==> src/rtl/seg7_pkg.sv <==
// Shared 7-segment definitions: segment pattern type, hex glyph table and
// the frame output state encoding.
package seg7_pkg;

    typedef logic [6:0] seg7_t;

    localparam seg7_t SEG7_BLANK = 7'h00;

    // Active-high {a,b,c,d,e,f,g} glyphs for nibbles 0..F.
    localparam seg7_t SEG7_HEX [16] = '{
        7'h7E, 7'h30, 7'h6D, 7'h79, 7'h33, 7'h5B, 7'h5F, 7'h70,
        7'h7F, 7'h7B, 7'h77, 7'h1F, 7'h4E, 7'h3D, 7'h4F, 7'h47
    };

    typedef enum logic {EMPTY, FULL} out_state_t;

endpackage

==> src/rtl/seg7_to_hex.sv <==
// Inverse 7-segment decoder: maps a segment pattern back to its nibble and
// flags patterns that are not one of the sixteen hex glyphs.
module seg7_to_hex
    import seg7_pkg::*;
(
    input  seg7_t      seg,
    output logic [3:0] nibble,
    output logic       legal
);

    always_comb begin
        nibble = '0;
        legal  = 1'b0;
        for (int i = 0; i < 16; i++) begin
            if (seg == SEG7_HEX[i]) begin
                nibble = 4'(i);
                legal  = 1'b1;
            end
        end
    end

endmodule

==> src/rtl/seg7_hex_capture.sv <==
// Captures hex digits from a scanned 7-segment bus into whole frames and
// offers each frame to a consumer over valid/ready.
module seg7_hex_capture
    import seg7_pkg::*;
#(
    parameter int N_DIGITS   = 4,
    parameter int STABLE_CYC = 8
) (
    input  logic                  clk,
    input  logic                  rst_n,
    input  logic [6:0]            seg,
    input  logic [N_DIGITS-1:0]   dig_sel,
    output logic [4*N_DIGITS-1:0] frm_hex,
    output logic                  frm_valid,
    input  logic                  frm_ready,
    output logic [N_DIGITS-1:0]   frm_err,
    output logic                  ovf
);

    localparam int CNT_W = $clog2(STABLE_CYC + 1);

    seg7_t                 seg_p0, s_seg, prev_seg;
    logic [N_DIGITS-1:0]   sel_p0, s_sel, prev_sel;
    logic [CNT_W-1:0]      stab_cnt;
    logic [N_DIGITS-1:0]   seen;
    logic [4*N_DIGITS-1:0] slot_hex, slot_hex_nxt;
    logic [N_DIGITS-1:0]   slot_err, slot_err_nxt;
    logic                  frm_done_p1;
    out_state_t            state;

    logic                  changed, sel_onehot, capture, frame_done;
    logic [N_DIGITS-1:0]   cap_mask;
    logic [3:0]            dec_nib;
    logic                  dec_legal;

    // Stage p0/p1: two-flop synchronizer on the asynchronous display bus.
    always_ff @(posedge clk or negedge rst_n) begin
        if (!rst_n) begin
            seg_p0 <= SEG7_BLANK;
            s_seg  <= SEG7_BLANK;
            sel_p0 <= '0;
            s_sel  <= '0;
        end else begin
            seg_p0 <= seg;
            s_seg  <= seg_p0;
            sel_p0 <= dig_sel;
            s_sel  <= sel_p0;
        end
    end

    assign changed    = {s_sel, s_seg} != {prev_sel, prev_seg};
    assign sel_onehot = (s_sel != '0) && ((s_sel & (s_sel - N_DIGITS'(1))) == '0);
    assign capture    = !changed && sel_onehot && (s_seg != SEG7_BLANK)
                        && (stab_cnt == CNT_W'(STABLE_CYC - 1));
    assign cap_mask   = capture ? s_sel : '0;
    assign frame_done = capture && (&(seen | cap_mask));

    seg7_to_hex u_dec (
        .seg    (s_seg),
        .nibble (dec_nib),
        .legal  (dec_legal)
    );

    always_comb begin
        slot_hex_nxt = slot_hex;
        slot_err_nxt = slot_err;
        for (int i = 0; i < N_DIGITS; i++) begin
            if (cap_mask[i]) begin
                slot_hex_nxt[4*i +: 4] = dec_nib;
                slot_err_nxt[i]        = !dec_legal;
            end
        end
    end

    // Stage p2: dwell counter, digit slots and frame completion strobe.
    always_ff @(posedge clk or negedge rst_n) begin
        if (!rst_n) begin
            prev_seg    <= SEG7_BLANK;
            prev_sel    <= '0;
            stab_cnt    <= '0;
            seen        <= '0;
            slot_hex    <= '0;
            slot_err    <= '0;
            frm_done_p1 <= 1'b0;
        end else begin
            prev_seg <= s_seg;
            prev_sel <= s_sel;
            if (changed)
                stab_cnt <= '0;
            else if (stab_cnt != CNT_W'(STABLE_CYC))
                stab_cnt <= stab_cnt + CNT_W'(1);
            slot_hex    <= slot_hex_nxt;
            slot_err    <= slot_err_nxt;
            seen        <= frame_done ? '0 : (seen | cap_mask);
            frm_done_p1 <= frame_done;
        end
    end

    // Stage p3: output frame register; a frame arriving while stalled is dropped.
    always_ff @(posedge clk or negedge rst_n) begin
        if (!rst_n) begin
            state   <= EMPTY;
            frm_hex <= '0;
            frm_err <= '0;
            ovf     <= 1'b0;
        end else begin
            case (state)
                EMPTY: begin
                    if (frm_done_p1) begin
                        state   <= FULL;
                        frm_hex <= slot_hex;
                        frm_err <= slot_err;
                    end
                end
                FULL: begin
                    if (frm_ready)
                        ovf <= 1'b0;
                    if (frm_done_p1) begin
                        if (frm_ready) begin
                            frm_hex <= slot_hex;
                            frm_err <= slot_err;
                        end else begin
                            ovf <= 1'b1;
                        end
                    end else if (frm_ready) begin
                        state <= EMPTY;
                    end
                end
                default: state <= EMPTY;
            endcase
        end
    end

    assign frm_valid = (state == FULL);

endmodule

==> config.mk <==
export PLATFORM = sky130hd
export DESIGN_NAME = seg7_hex_capture
export DESIGN_NICKNAME = d
export VERILOG_FILES = /design/src/rtl/seg7_pkg.sv /design/src/rtl/seg7_to_hex.sv /design/src/rtl/seg7_hex_capture.sv
export SDC_FILE = /design/constraint.sdc
export NUM_CORES = 1
export LEC_CHECK = 0
export CAP_MARGIN = 20
export CORE_AREA = 2 2 103 105
export DETAILED_ROUTE_END_ITERATION = 16
export DIE_AREA = 0 0 105 107
export GPL_ROUTABILITY_DRIVEN = 0
export SYNTH_ARGS = -nofsm -noshare
export SYNTH_HDL_FRONTEND = slang
export SYNTH_SLANG_ARGS = --single-unit
export TNS_END_PERCENT = 5
==> constraint.sdc <==
create_clock -name clk -period 2.45 [get_ports clk]
set_input_delay 0.49 -clock clk [delete_from_list [all_inputs] [get_ports clk]]
set_output_delay 0.49 -clock clk [all_outputs]
set_load 0.02 [all_outputs]
==> results.txt, run 1 <==
Outcome - finished, final reports clean
Mean Syn Cell Area - 14.11 um^2
Slew Limit Fails - 0
Drt pass-1 iters - 6
Starting density of the core - 34.11%
Post-synth top area share - 61.07%
Hold bufs inserted after CTS - 0
Area leader, netlist - dfrtp_1
CTS tree - built
Placed cell count - 410
Vias in the first global route - 2059
Final Setup Violations - 0
Die width - 105 um
WL met3 - 154 um
Num Clock Sinks - 84
Cells along the critical path - xnor2_1 -> nand4_1 -> nor4_4 -> nand3_2 -> mux2_1
R2R depth - 5
Mapped Area - 3442 um^2
Max Freq - 434.7 MHz
CTS Buffer Depth - 2
All-Layer GR Usage - 11.61%
Hold Violations, Final - 0
Final min period - 2300 ps
Fin crit share - 93.90%
Slowest stage delay, CP - 680 ps
Post-CTS Setup Bufs - 0
Worst-path clk slew - 90 ps
First-pass GRT wire length - 10240 um
Final nets - 301
Max-slew headroom - 46.03%
Largest net degree at the start of global routing - 66
GRT overflow - 0
Fin util - 41.04%
Htree depth - 3
Final Skew - 17.49 ps
Setup WS pre-CTS - 181.8 ps
FP Rows - 37
Number of synthesized flops with an enable pin - 0
Total leakage power - 0.001882 uW
Worst r2r src - s_seg[2]$_DFF_PN0_
IO Pins - 36
Yosys warnings - 0
CP Capture Type - flip-flop
Die span in y - 107 um
FFs w/ async S/R, synth - 100.0%
DR top layer - met4
Met2 Wirelength - 2683 um
PnR worst setup slack - 149.5 ps
Drt via density - 4.617
HP Class - in2async
Drt initial violations - 80
Remaining DRCs - 0
Peak VDD IR - 0.0003388 V
R2R setup slack - 150 ps
I/O Buffers - 35
N_diodes - 0
M1 wire length - 2829 um
Crit path buf inv count - 0
Yosys reg bits - 84
Critical R2R Capture - slot_hex[3]$_DFFE_PN0P_
Post-synth net total - 260
Root buf cell - clkbuf_8
TNS Setup - 0 ps
Antenna violations before repair - 0
Max cap viols - 0
Number of cells in the finished layout apart from fillers - 426
Area of the core - 10090 um^2
Worst Path Arrival - 2540 ps
CTS Buf Count - 9
Die area - 11240 um^2
Total Wirelength - 5768 um
CP Class - reg2reg
Clock Latency Late Sink - 360 ps
Power density cells - 650.5 nW/um^2
Crit path max fanout - 16
Synth cell types - 53
Antenna-violating nets left - 0
Post-synthesis sequential area ratio - 61.07%
Top_reg_cell synth - dfrtp_1
Measured slew at the worst slew-check pin - 809.5 ps
Crit-path leading delay family - simple AND/OR/NAND/NOR gates
Routed vias - 1967
PostCTS Resize Cnt - 0
Share of layout cells above drive strength 1 - 21.03%
RSZ-0062 raised after global routing - false
Gate Count Post-Synth - 244
Post-route cell area - 4141 um^2
Critical Path Slowest Stage Cell - dfrtp_1
Kind of start point of the critical path - flip-flop
Area grow syn2layout - 20.32%
Placed Area - 3908 um^2
Worst EP required - 2690 ps
Average wire per standard cell - 13.54 um
Synth area leaders - dfrtp_1 (61%), mux2_1 (6.5%), mux2_2 (6.5%)
HPWL after DPL - 3942 um
[registers in the layout (all words and copies together) (netlist names), 4 cells and up]
name      count
frm_hex      16
slot_hex     16
prev_seg      7
s_seg         7
seg_p0        7
frm_err       4
prev_sel      4
s_sel         4
seen          4
sel_p0        4
slot_err      4
stab_cnt      4
[report_power, final]
part	switching (uW)	internal (uW)	leakage (uW)
clock network	536	589	0.000113
registers	34.5	1410	0.00109
logic	63.1	58.8	0.000677
[metrics by stage]
stage          hold slack, ps  total power, uW
3_3_place_gp            332.1             1598
5_1_grt                 282.3             2820
2_1_floorplan           194.4             1540
3_5_place_dp            336.2             1601
4_1_cts                 247.5             2733
6_report                223.5             2694
[per-layer routing]
metal | vias up | track usage (%)
li1 | 950 | -
met1 | 971 | 15.44
met2 | 34 | 18.00
met3 | 12 | 2.796
met4 | 0 | 5.333
met5 | - | 0
[how the worst max path moves through the flow]
stage,startpoint,end,slack (ps),cells past startpoint
2_1_floorplan,s_sel[2]$_DFF_PN0_,slot_err[1]$_DFFE_PN0P_,540,6
3_3_place_gp,s_seg[2]$_DFF_PN0_,slot_err[2]$_DFFE_PN0P_,260,5
3_5_place_dp,s_seg[2]$_DFF_PN0_,slot_hex[11]$_DFFE_PN0P_,180,5
4_1_cts,s_seg[2]$_DFF_PN0_,slot_hex[2]$_DFFE_PN0P_,170,5
5_1_grt,s_seg[2]$_DFF_PN0_,slot_hex[3]$_DFFE_PN0P_,20,5
6_report,s_seg[2]$_DFF_PN0_,slot_hex[3]$_DFFE_PN0P_,150,5
[cell families (layout without fill, tap and decap cells)]
family,Yosys count,count (layout),share of synthesized area [%]
DFF,84,84,61.07
and+or+nand+nor,50,50,9.742
muxes,42,42,13.67
AOI/OAI and AO/OA,33,33,6.980
buffers and inverters,19,65,3.817
xor gates and xnor gates,14,14,3.998
adders and majority gates,2,2,0.7269
[final cells by class]
cell class | instances | area [um^2]
flip-flops and latches | 84 | 2102
multi-input cells | 141 | 1209
well taps | 136 | 170.2
fillers | 984 | 5951
clock buffers | 9 | 123.9
repair buffers | 42 | 400.4
clock inverters | 7 | 110.1
inverters | 7 | 26.28
[synthesized netlist by cell type, drive strengths merged (4+ instances only)]
master	number
mux2	40
xnor2	13
inv	7
dfrtp	84
buf	4
o21ai	5
nand2	10
nor2	6
clkbuf	8
nor4	4
nand3	8
a21oi	7
[layout by cell type, fill, tap and decap left out, types with 2 or more instances in the layout]
cell / count
dfrtp_1: 84
clkdlybuf4s50_1: 34
mux2_1: 20
mux2_2: 20
xnor2_1: 11
nand2_1: 10
clkbuf_8: 9
buf_4: 8
inv_1: 7
a21oi_1: 7
nor2_1: 6
o21ai_0: 5
nand3_1: 4
nand3_2: 4
nor3b_1: 3
o211ai_1: 3
a21boi_1: 3
nand2b_1: 3
mux2i_1: 2
xnor2_2: 2
nor4_1: 2
nor3_1: 2
nand3b_1: 2
or3_1: 2
ha_1: 2
bufinv_16: 2
clkinv_4: 2
Power figures use the tool's default switching activity.
==> run 2: changes to the inputs <==
--- a/config.mk
+++ b/config.mk
@@ -6,10 +6,11 @@
 export NUM_CORES = 1
 export LEC_CHECK = 0
 export CAP_MARGIN = 20
-export CORE_AREA = 2 2 103 105
+export CORE_AREA = 3 3 104 106
 export DETAILED_ROUTE_END_ITERATION = 16
-export DIE_AREA = 0 0 105 107
+export DIE_AREA = 0 0 107 109
 export GPL_ROUTABILITY_DRIVEN = 0
+export SLEW_MARGIN = 5
 export SYNTH_ARGS = -nofsm -noshare
 export SYNTH_HDL_FRONTEND = slang
 export SYNTH_SLANG_ARGS = --single-unit
==> results.txt, run 2 (synthesized netlist as in run 1, its figures left out) <==
Drt via density - 4.768 (+3.3%)
Area grow syn2layout - 19.16%
Seq pwr share - 56.9% (+3.2 points)
HP Class - in2async
TNS Setup - 0 ps (unchanged)
Worst r2r src - s_seg[1]$_DFF_PN0_
R2R setup slack - 190 ps (+40 ps)
CP Capture Type - flip-flop
Die span in y - 109 um (+1.9%)
Total power - 2540 uW (-5.7%)
Crit path buf inv count - 0 (unchanged)
Area of the core - 9864 um^2 (-2.3%)
Starting density of the core - 34.89% (+0.79 points)
Sw frac - 23.30% (-0.22 points)
R2R depth - 5 (unchanged)
Hold bufs inserted after CTS - 0 (unchanged)
Total Wirelength - 6035 um (+4.6%)
Largest net degree at the start of global routing - 52 (-21%)
Logic pwr share - 4.9% (+0.4 points)
Internal power - 1948 uW (-5.5%)
Drt pass-1 iters - 4 (-2)
Hold Violations, Final - 0 (unchanged)
Final min period - 2260 ps (-40.97 ps)
Critical Path Slowest Stage Cell - dfrtp_1
Peak VDD IR - 0.0003647 V (+7.6%)
Antenna violations before repair - 0 (unchanged)
Clock power frac - 38.2% (-3.6 points)
Worst-path clk slew - 90 ps (about the same)
All-Layer GR Usage - 11.23% (-0.38 points)
Drt initial violations - 76 (-5.0%)
Total leakage power - 0.001855 uW (-1.5%)
Final Skew - 8.732 ps (-8.758 ps)
Crit-path leading delay family - simple AND/OR/NAND/NOR gates
HPWL after DPL - 4107 um (+4.2%)
Htree depth - 3 (unchanged)
CTS tree - built
Most frequent cells in the layout - dfrtp_1 (84), clkdlybuf4s50_1 (34), mux2_1 (20), mux2_2 (20), xnor2_1 (11)
Die width - 107 um (+1.9%)
Fin crit share - 92.22% (-1.7 points)
Slew Limit Fails - 0 (unchanged)
Antenna-violating nets left - 0 (unchanged)
Remaining DRCs - 0 (unchanged)
CTS Buf Count - 9 (unchanged)
Switching power - 591.6 uW (-6.6%)
Outcome - finished, final reports clean
Num Clock Sinks - 84 (unchanged)
Max-slew headroom - 56.53% (+10 points)
Final Setup Violations - 0 (unchanged)
First-pass GRT wire length - 10200 um (-0.40%)
CTS Buffer Depth - 2 (unchanged)
Max cap viols - 0 (unchanged)
Share of layout cells above drive strength 1 - 20.07% (-0.97 points)
Commonest non-fill, non-tap cell in the layout - dfrtp_1
Clock Latency Late Sink - 350 ps (about the same)
GRT overflow - 0 (unchanged)
Cells along the critical path - xnor2_2 -> nand4_2 -> nor4_4 -> nand3_2 -> mux2_1
I/O Buffers - 35 (unchanged)
Final nets - 300 (-0.33%)
Fin util - 41.58% (+0.54 points)
Fin Hold WS - 152.2 ps (-71.29 ps)
CP Class - reg2reg
Max Freq - 442.6 MHz (+1.8%)
Crit path max fanout - 13 (-3)
Post-CTS Setup Bufs - 0 (unchanged)
Root buf cell - clkbuf_8
IO Pins - 36 (unchanged)
Vias in the first global route - 1985 (-3.6%)
RSZ-0062 raised after global routing - false
N_diodes - 0 (unchanged)
Die area - 11660 um^2 (+3.8%)
Critical R2R Capture - slot_hex[15]$_DFFE_PN0P_
Average wire per standard cell - 14.30 um (+5.6%)
Kind of start point of the critical path - flip-flop
Power density cells - 619.2 nW/um^2 (-4.8%)
Measured slew at the worst slew-check pin - 652.0 ps (-157.5 ps)
Worst EP required - 2680 ps (about the same)
Routed vias - 2012 (+2.3%)
Top flop regs - frm_hex x16, slot_hex x16
FP Rows - 36 (-2.7%)
Slowest stage delay, CP - 650 ps (-30 ps)
Worst Path Arrival - 2490 ps (-50 ps)
PostCTS Resize Cnt - 0 (unchanged)
-- run 2: worst reg2reg max path: cells and delay by family, from the launching register on --
family        cells  cell delay, ps
flops             1             650
simple gates      3             930
mux               1             380
xor+xnor          1             180
-- run 2: power by group through the flow --
stage	registers, uW	clock network [uW]	logic [uW]
6_report	1450	969	124
5_1_grt	1450	1070	141
4_1_cts	1450	1010	128
3_5_place_dp	1470	0	128
3_3_place_gp	1470	0	127
2_1_floorplan	1460	0	82.8
-- run 2: stage by stage --
step | cells | worst slack (ps) | cell area [um^2]
2_1_floorplan | 244 | 537.9 | 3442
3_3_place_gp | 406 | 240.3 | 3909
3_5_place_dp | 406 | 213.5 | 3909
4_1_cts | 422 | 176.7 | 4101
5_1_grt | 422 | 17.21 | 4101
6_report | 422 | 190.5 | 4101
-- run 2: layout make-up --
| class | instances | area (um^2) |
|---|---|---|
| Tap cell | 133 | 166.4 |
| Sequential cell | 84 | 2102 |
| Clock inverter | 5 | 61.31 |
| Inverter | 7 | 26.28 |
| Fill cell | 894 | 5763 |
| Clock buffer | 11 | 131.4 |
| Timing Repair Buffer | 41 | 405.4 |
| Multi-Input combinational cell | 141 | 1209 |
-- run 2: worst max-delay path by stage --
stage | end | depth (start not counted) | start | slack (ps)
6_report | slot_hex[15]$_DFFE_PN0P_ | 5 | s_seg[1]$_DFF_PN0_ | 190
3_5_place_dp | slot_hex[13]$_DFFE_PN0P_ | 5 | s_seg[1]$_DFF_PN0_ | 210
4_1_cts | slot_hex[15]$_DFFE_PN0P_ | 5 | s_seg[1]$_DFF_PN0_ | 180
5_1_grt | slot_hex[12]$_DFFE_PN0P_ | 5 | s_seg[1]$_DFF_PN0_ | 20
3_3_place_gp | slot_hex[13]$_DFFE_PN0P_ | 5 | s_seg[1]$_DFF_PN0_ | 240
2_1_floorplan | slot_err[1]$_DFFE_PN0P_ | 6 | s_sel[2]$_DFF_PN0_ | 540
-- run 2: per-layer routing --
layer | up-vias | global-route usage (%) | wire length [um]
met4 | 0 | 6.027 | 114
met5 | - | 0 | 0
met3 | 8 | 2.072 | 177
li1 | 949 | - | -
met2 | 38 | 17.13 | 2921
met1 | 1017 | 15.26 | 2821
==> run 3: changes to the inputs <==
--- a/config.mk
+++ b/config.mk
@@ -6,9 +6,9 @@
 export NUM_CORES = 1
 export LEC_CHECK = 0
 export CAP_MARGIN = 20
-export CORE_AREA = 3 3 104 106
+export CORE_AREA = 3 3 119 92
 export DETAILED_ROUTE_END_ITERATION = 16
-export DIE_AREA = 0 0 107 109
+export DIE_AREA = 0 0 122 95
 export GPL_ROUTABILITY_DRIVEN = 0
 export SLEW_MARGIN = 5
 export SYNTH_ARGS = -nofsm -noshare
==> constraint.sdc (replaced) <==
create_clock -name clk -period 2.85 [get_ports clk]
set_input_delay 0.57 -clock clk [delete_from_list [all_inputs] [get_ports clk]]
set_output_delay 0.57 -clock clk [all_outputs]
set_load 0.02 [all_outputs]
==> results.txt, run 3 (synthesized netlist as in run 1, its figures left out) <==
Outcome - finished, final reports clean
Crit path max fanout - 19 (+6)
Internal power - 2081 uW (+6.8%)
M1 wire length - 3073 um (+8.9%)
Antenna-violating nets left - 0 (unchanged)
Area grow syn2layout - 22.57%
Root buf cell - clkbuf_16
Fin util - 43.34% (+1.8 points)
Hold Violations, Final - 0 (unchanged)
FF+latch area - 2102 um^2 (unchanged)
N_diodes - 0 (unchanged)
FP Rows - 31 (-14%)
Final Setup Violations - 0 (unchanged)
Measured slew at the worst slew-check pin - 814.9 ps (+162.9 ps)
Drt via density - 4.778 (+0.20%)
Worst EP required - 3070 ps (+390 ps)
CTS tree - built
Multi-input gate area - 1209 um^2 (unchanged)
Switching power - 541.9 uW (-8.4%)
Fillers - 909 (+1.7%)
Starting density of the core - 35.36% (+0.46 points)
Die span in y - 95 um (-13%)
First-pass GRT wire length - 10450 um (+2.5%)
TNS Setup - 0 ps (unchanged)
Worst-path clk slew - 60 ps (-30 ps)
Max cap viols - 0 (unchanged)
HP Class - in2async
DR top layer - met4
CP Class - reg2reg
Num Clock Sinks - 84 (unchanged)
I/O Buffers - 35 (unchanged)
CP Capture Type - flip-flop
Die width - 122 um (+14%)
Logic pwr share - 3.8% (-1.1 points)
Worst r2r src - s_seg[3]$_DFF_PN0_
Power density cells - 621.7 nW/um^2 (+0.41%)
Clock power frac - 48.6% (+10 points)
Post-CTS Setup Bufs - 0 (unchanged)
Seq pwr share - 47.6% (-9.3 points)
Top flop regs - frm_hex x16, slot_hex x16
Antenna violations before repair - 0 (unchanged)
HPWL after DPL - 4086 um (-0.50%)
Slew Limit Fails - 0 (unchanged)
Sw frac - 20.66% (-2.6 points)
Met2 Wirelength - 2526 um (-14%)
CTS Buf Count - 9 (unchanged)
Commonest non-fill, non-tap cell in the layout - dfrtp_1
PostCTS Resize Cnt - 0 (unchanged)
Routed vias - 1997 (-0.75%)
Clock Latency Late Sink - 340 ps (about the same)
CTS Buffer Depth - 2 (unchanged)
Drt initial violations - 71 (-6.6%)
R2R setup slack - 580 ps (+390 ps)
Critical R2R Capture - slot_hex[14]$_DFFE_PN0P_
All-Layer GR Usage - 11.87% (+0.63 points)
Final Skew - 3.653 ps (-5.079 ps)
Hold bufs inserted after CTS - 0 (unchanged)
Vias in the first global route - 1986 (+0.050%)
Kind of start point of the critical path - flip-flop
WL met3 - 233 um (+32%)
Total leakage power - 0.001917 uW (+3.3%)
Area of the core - 9736 um^2 (-1.3%)
Max Freq - 440.4 MHz (-0.49%)
Fin crit share - 79.67% (-13 points)
R2R depth - 5 (unchanged)
Largest net degree at the start of global routing - 53 (+1.9%)
Peak VDD IR - 0.0003952 V (+8.4%)
Max-slew headroom - 45.50% (-11 points)
Average wire per standard cell - 14.23 um (-0.52%)
Final min period - 2271 ps (+11.22 ps)
Worst Path Arrival - 2490 ps (about the same)
RSZ-0062 raised after global routing - false
Remaining DRCs - 0 (unchanged)
Htree depth - 3 (unchanged)
Total Wirelength - 5947 um (-1.5%)
Drt pass-1 iters - 4 (unchanged)
Die area - 11590 um^2 (-0.63%)
Most frequent cells in the layout - dfrtp_1 (84), clkdlybuf4s50_1 (34), mux2_1 (20), mux2_2 (20), xnor2_1 (11)
Share of layout cells above drive strength 1 - 19.93% (-0.14 points)
GRT overflow - 0 (unchanged)
Final nets - 297 (-1.0%)
IO Pins - 36 (unchanged)
run 3: final cells by class:
cell class              count  area share, %
clock buffers              11          5.990
clock inverters             5          1.928
inverters                   7         0.6228
multi-input cells         141          28.65
flip-flops and latches     84          49.82
well taps                 132          3.915
repair buffers             38          9.075
run 3: worst max-delay path by stage:
stage | start | end
6_report | s_seg[3]$_DFF_PN0_ | slot_hex[14]$_DFFE_PN0P_
5_1_grt | s_seg[3]$_DFF_PN0_ | slot_hex[13]$_DFFE_PN0P_
4_1_cts | s_seg[4]$_DFF_PN0_ | slot_hex[14]$_DFFE_PN0P_
3_5_place_dp | s_seg[3]$_DFF_PN0_ | slot_err[3]$_DFFE_PN0P_
3_3_place_gp | s_seg[4]$_DFF_PN0_ | slot_err[3]$_DFFE_PN0P_
2_1_floorplan | s_sel[2]$_DFF_PN0_ | slot_err[1]$_DFFE_PN0P_
run 3: layer usage:
metal	global-route usage (%)	up-vias
li1	-	951
met5	0	-
met4	5.597	0
met3	3.653	11
met2	15.81	30
met1	17.43	1005
run 3: stage by stage:
step                      worst slack (ps)  total power [uW]  hold WS, ps  cell area, um^2  instances
after floorplan                      937.9              1324        274.4             3442        244
after global placement               585.7              1372        333.8             3885        402
after detailed placement             583.3              1374        334.7             3885        402
after CTS                            567.6              2669        282.5             4219        418
after global routing                 381.4              2729        320.2             4219        418
final                                579.3              2623        259.0             4219        418
run 3: power by group through the flow:
| stage | clock network (uW) | registers (uW) | logic [uW] |
|---|---|---|---|
| 4_1_cts | 1320 | 1250 | 103 |
| 6_report | 1270 | 1250 | 99.6 |
| 2_1_floorplan | 0 | 1250 | 71.2 |
| 3_5_place_dp | 0 | 1270 | 103 |
| 5_1_grt | 1360 | 1250 | 113 |
| 3_3_place_gp | 0 | 1270 | 102 |
run 3: critical path, cell delays in order, from the launching register on:
cell and delay [ps]:
dfrtp_1 690, xnor2_1 180, nand4_1 160, nor4_4 500
nand3_2 260, mux2_1 360
